**src/rtl/pc_unit_ras.sv**
```systemverilog
// Program-counter unit with stall, branch/jump selection, misaligned-target
// rejection and a circular return-address stack for call/return jumps.
module pc_unit_ras #(
   parameter int              XLEN      = 32,
   parameter logic [XLEN-1:0] RESET_VEC = '0,
   parameter int              RAS_DEPTH = 4
) (
   input  logic            clk,
   input  logic            rst,
   input  logic            stall,
   input  logic [1:0]      pc_sel,
   input  logic [XLEN-1:0] imm,
   input  logic            branch_taken,
   input  logic            jump,
   input  logic            call,
   input  logic            ret,
   output logic [XLEN-1:0] pc_out,
   output logic [XLEN-1:0] pc_next,
   output logic            ras_empty,
   output logic            ras_full,
   output logic            misalign
);

   localparam int PTR_W = $clog2(RAS_DEPTH);
   localparam int CNT_W = PTR_W + 1;
   localparam logic [CNT_W-1:0] FULL_CNT = CNT_W'(RAS_DEPTH);
   localparam logic [XLEN-1:0]  FOUR     = XLEN'(4);

   typedef enum logic [1:0] {
      SEL_SEQ  = 2'b00,
      SEL_BR   = 2'b01,
      SEL_JMP  = 2'b10,
      SEL_SOFT = 2'b11
   } sel_e;

   logic [XLEN-1:0]  r_pc;
   logic             r_misalign;
   logic [PTR_W-1:0] r_ptr;
   logic [CNT_W-1:0] r_count;
   logic [XLEN-1:0]  r_ras [RAS_DEPTH];

   sel_e             w_sel;
   logic [XLEN-1:0]  w_seq;
   logic [XLEN-1:0]  w_ras_top;
   logic [XLEN-1:0]  w_target;
   logic [PTR_W-1:0] w_top_idx;
   logic             w_eff_jump;
   logic             w_ret_hit;
   logic             w_bad;
   logic             w_push;
   logic             w_pop;

   assign w_sel      = sel_e'(pc_sel);
   assign w_seq      = r_pc + FOUR;
   assign w_top_idx  = r_ptr - PTR_W'(1);
   assign w_ras_top  = r_ras[w_top_idx];
   assign w_eff_jump = (w_sel == SEL_JMP) && jump && !stall;
   // A return with an empty stack falls back to imm and does not pop.
   assign w_ret_hit  = w_eff_jump && ret && !ras_empty;

   always_comb begin
      // NOTE: every comb output gets a default first so no path infers a latch.
      w_target = w_seq;
      pc_next  = w_seq;
      case (w_sel)
         SEL_BR:  if (branch_taken) w_target = r_pc + imm;
         SEL_JMP: if (jump)         w_target = w_ret_hit ? w_ras_top : imm;
         default: ;
      endcase
      // The PC is always word aligned, so only branch/jump targets can trip this.
      w_bad = (w_sel != SEL_SOFT) && !stall && (w_target[1:0] != 2'b00);
      if (w_sel == SEL_SOFT)  pc_next = RESET_VEC;
      else if (stall || w_bad) pc_next = r_pc;
      else                     pc_next = w_target;
   end

   assign w_push = w_eff_jump && call && !w_bad;
   assign w_pop  = w_ret_hit && !w_bad;

   always_ff @(posedge clk) begin
      // NOTE: sequential state uses non-blocking assignments only.
      if (rst || (w_sel == SEL_SOFT)) begin
         r_pc       <= RESET_VEC;
         r_misalign <= 1'b0;
         r_ptr      <= '0;
         r_count    <= '0;
      end else if (stall) begin
         r_misalign <= 1'b0;
      end else begin
         r_pc       <= pc_next;
         r_misalign <= w_bad;
         if (w_push && !w_pop) begin
            r_ptr <= r_ptr + PTR_W'(1);
            if (r_count != FULL_CNT) r_count <= r_count + CNT_W'(1);
         end else if (w_pop && !w_push) begin
            r_ptr   <= w_top_idx;
            r_count <= r_count - CNT_W'(1);
         end
      end
   end

   // NOTE: stack storage is not reset; the count alone defines which entries are live.
   always_ff @(posedge clk) begin
      if (!rst && w_push) begin
         // Call+return reuses the slot just popped; a plain call writes the free slot,
         // which is the oldest entry when the stack is full.
         if (w_pop) r_ras[w_top_idx] <= w_seq;
         else       r_ras[r_ptr]     <= w_seq;
      end
   end

   assign pc_out    = r_pc;
   assign misalign  = r_misalign;
   assign ras_empty = (r_count == '0);
   assign ras_full  = (r_count == FULL_CNT);

endmodule

```
**config.mk**
```make
export PLATFORM = sky130hd
export DESIGN_NAME = pc_unit_ras
export DESIGN_NICKNAME = d
export VERILOG_FILES = /design/src/rtl/pc_unit_ras.sv
export SDC_FILE = /design/constraint.sdc
export NUM_CORES = 1
export LEC_CHECK = 0
export ABC_AREA = 1
export CORE_ASPECT_RATIO = 0.8
export CORE_MARGIN = 2
export CORE_UTILIZATION = 60
export CTS_BUF_LIST = sky130_fd_sc_hd__clkbuf_4 sky130_fd_sc_hd__clkbuf_8
export CTS_CLUSTER_SIZE = 12
export DETAILED_ROUTE_END_ITERATION = 10
export PLACE_DENSITY_LB_ADDON = 0.3
export SLEW_MARGIN = 10
export SYNTH_ARGS = -nofsm -noshare
export SYNTH_HDL_FRONTEND = slang
export SYNTH_SLANG_ARGS = --single-unit
```
**constraint.sdc**
```tcl
create_clock -name clk -period 8.8 [get_ports clk]
set_input_delay 2.64 -clock clk [delete_from_list [all_inputs] [get_ports clk]]
set_output_delay 2.64 -clock clk [all_outputs]
set_load 0.01 [all_outputs]
```
==> flow_summary_export.csv <==
group,metric,value,unit
die,placementRows,45,
clocking,clk_latency,0.47,ns
timing,timing.final.crit_share,0.969,
synthesis,synth.cell_area,0.0117,mm²
pwr,powerDensity,141,mW/mm²
placement,dp_hpwl,30400,µm
finish,post_route_cells_drive_above_1_share,0.0526,
critical_path,crit_chain,"clkdlybuf4s50_1 -> ha_1 -> inv_1 -> fa_1 -> inv_1 -> nand2_1 -> o21ai_1 -> nand2_1 -> nand3_1 -> nand2_1 -> nand2_1 -> nand2_1 -> nand3_1 -> nand2_1 -> nand2_1 -> o21ai_0 -> nand2_1 -> nand2_1 -> inv_1 -> clkdlybuf4s50_1",
finish,antenna_cells,0,
min_path,min_path_type,"reg2reg",
grt,first_global_vias,11300,
synthesis,post_synth.cell_area_avg,6.86,µm²
timing,hold_viol,0,
synthesis,yosysTopAreaCell,"edfxtp_1",
synthesis,synthSimpleGateAreaFrac,0.319,
synthesis,synth_seq_cells,166,
placement,place_area,0.0130,mm²
synthesis,synth_ff_type,"edfxtp_1",
placement,globalplace.congestion,1.02,
grt,grt_pass1_wl,62100,µm
die,io_pins,108,
synthesis,synth_compound_area_frac,0.131,
detailed_routing,drt_iter0_drc,1649,
critical_path,crit_type,"in2out",
detailed_routing,drt_pass1_iterations,8,
detailed_routing,finalWirelength,40600,µm
synthesis,synthXorXnorAreaFrac,0.00676,
detailed_routing,ant_nets,0,
placement,portBuffers,107,
critical_path,crit_path_start_kind,"primary input",
detailed_routing,vias_per_cell,5.97,
clocking,h-tree-depth,4,
min_path,holdPathStages,2,
finish,final_cell_area,0.0134,mm²
synthesis,ys_types,44,
critical_path,r2r_slack,5.04,ns
synthesis,syn-num-nets,1777,
synthesis,seq_area_frac_synth,0.395,
critical_path,regToRegEndpoint,"r_ras[2][21]",
clocking,cts_setup_buffers,0,
timing,max-slew-margin-rel,0.430,
synthesis,synthMuxAreaShare,0,
finish,final_common_cell,"nand2_1",
critical_path,cpMostUsedCell,"nand2_1",
synthesis,async_flop_share,0,
pwr,vdd_drop_max,0.120,mV
min_path,hp-start,"r_count[2]",
die,dieHeight,129,µm
pwr,total_leakage_power,6.27,nW
outcome,status,"finished, final reports clean",
timing,rsz0062_at_grt,"false",
clocking,cts_buffers,17,
synthesis,synth_edf_count,128,
finish,syn_to_final_growth,14.8,%
critical_path,cp_top_family,"buffers and inverters",
critical_path,crit_cells,20,
grt,antenna_found_initial,0,
critical_path,required,6.16,ns
detailed_routing,vias,12300,
die,initial_core_util,0.612,
critical_path,worst-path-buf-inv,5,
synthesis,synthAdderAreaFrac,0.0421,
clocking,clk_pin_slew_worst_paths,0.10,ns
critical_path,crit_slowest_cell,"clkdlybuf4s50_1",
timing,period_minus_slack,8.52,ns
job,cap_violations,0,
detailed_routing,drc,0,
min_path,min_to,"r_count[2]",
finish,layout.nets,1871,
synthesis,synthCells,1698,
timing,slew_violations,0,
die,dieArea,0.0206,mm²
critical_path,path_max_fanout,4,
critical_path,max_stage_delay,0.54,ns
timing,setup_violations,0,
detailed_routing,wl_per_cell,19.7,µm
critical_path,end_kind,"output port",
synthesis,synth_top_family_by_area,"simple AND/OR/NAND/NOR gates",
grt,grt_overflow,0,
grt,grt_max_degree,42,
critical_path,cp.arrival,5.88,ns
finish,layout_common_cells,"nand2_1, inv_1, a21oi_1",
timing,finalSetupTns,0,ns
grt,grt_use_total,0.397,
critical_path,r2r_cells,17,
synthesis,synth_warnings,0,
timing,tightest_slew,0.848,ns
clocking,clock-sinks,166,
timing,skew,0.0201,ns
finish,final_cells,2063,
clocking,cts_tree,"built",
die,coreArea,0.0190,mm²
die,die_w,160,µm
placement,dp.cells,2031,
synthesis,synth.area.top_cells,"edfxtp_1, nand2_1, inv_1",
synthesis,post-synth-top-area-fraction,0.330,
clocking,cts.path.max_buffers,2,
timing,fmax,0.117,GHz
clocking,cts_root_buf,"clkbuf_8",
critical_path,r2r-start,"r_ptr[0]",
## power breakdown
part	switching [mW]	internal [mW]	leakage (nW)
Sequential	0.0230	0.854	1.52
Clock	0.327	0.234	0.189
Combinational	0.289	0.163	4.57
Total	0.639	1.25	6.27
## final cells by class
class,count,area (µm²)
clock inverters,14,143
clock buffers,18,241
flip-flops and latches,166,4600
well taps,258,323
fillers,1682,5650
inverters,256,966
multi-input cells,1217,5830
repair buffers,134,1270
## worst max path at each step
stage / endpoint / start
2_1_floorplan: pc_next[3] / imm[0]
3_3_place_gp: pc_next[12] / imm[0]
3_5_place_dp: pc_next[20] / imm[0]
4_1_cts: pc_next[20] / imm[0]
5_1_grt: pc_next[20] / imm[0]
6_report: pc_next[20] / imm[0]
## per-stage QoR
| step | total power, mW | util | worst slack (ns) | hold slack, ns |
|---|---|---|---|---|
| after floorplan | 1.15 | - | 1.68 | 0.464 |
| after global placement | 1.32 | 0.683 | 0.342 | 0.479 |
| after detailed placement | 1.33 | 0.683 | 0.271 | 0.503 |
| after CTS | 1.87 | 0.703 | 0.259 | 0.518 |
| after global routing | 1.96 | 0.703 | 0.0335 | 0.557 |
| final | 1.89 | 0.703 | 0.276 | 0.514 |
## cell families (layout without fill, tap and decap cells)
group	Yosys count	after routing
AOI/OAI and AO/OA	282	282
xor gates and xnor gates	9	9
buffers and inverters	315	422
and+or+nand+nor	888	888
adders and majority gates	38	38
DFF	166	166
## timing repair
| action | CTS | global route |
|---|---|---|
| hold buffers | 0 | 0 |
| endpoints found under the setup margin | 0 | 3 |
| resized for setup | 0 | 1 |
## flip-flops by register name, indices dropped and copies added, names as in the netlist
register  cells
pc_out       32
r_ras       128
r_ptr         2
r_count       3
misalign      1
## routing by layer
layer,wire [µm],track usage,vias up
met4,2060,0.181,0
li1,-,-,5747
met2,17900,0.647,886
met1,15600,0.517,5550
met5,0,0,-
met3,5060,0.0819,139
## synthesized netlist by cell type (3+ instances only)
| cell | instances |
|---|---|
| o21ai_0 | 73 |
| dfxtp_1 | 38 |
| nor2_1 | 129 |
| buf_2 | 13 |
| nand3_2 | 4 |
| clkbuf_1 | 31 |
| nand2_2 | 6 |
| ha_1 | 36 |
| nand3b_1 | 3 |
| o221ai_1 | 4 |
| buf_1 | 9 |
| o211ai_1 | 14 |
| a21oi_1 | 144 |
| nand4_1 | 13 |
| nor3_1 | 31 |
| inv_1 | 251 |
| and2_1 | 5 |
| nand2_1 | 545 |
| edfxtp_1 | 128 |
| o21ai_1 | 6 |
| nand3_1 | 134 |
| buf_6 | 3 |
| o22ai_1 | 32 |
| xor2_1 | 8 |
| or2_2 | 9 |
## worst register-to-register path, stage by stage (launching register included)
cell and delay (ns):
dfxtp_1 0.33, buf_4 0.38, inv_2 0.25, nand2_2 0.32, buf_4 0.29, nor2_1 0.06, nor2_1 0.14, nand3_1 0.10
nand2_1 0.07, nand2_1 0.07, nand3_2 0.12, nand3_4 0.12, nand4_1 0.16, nand2_1 0.08, o21ai_1 0.16, inv_1 0.13
nor2_2 0.16, buf_4 0.43
Power figures use the tool's default switching activity.
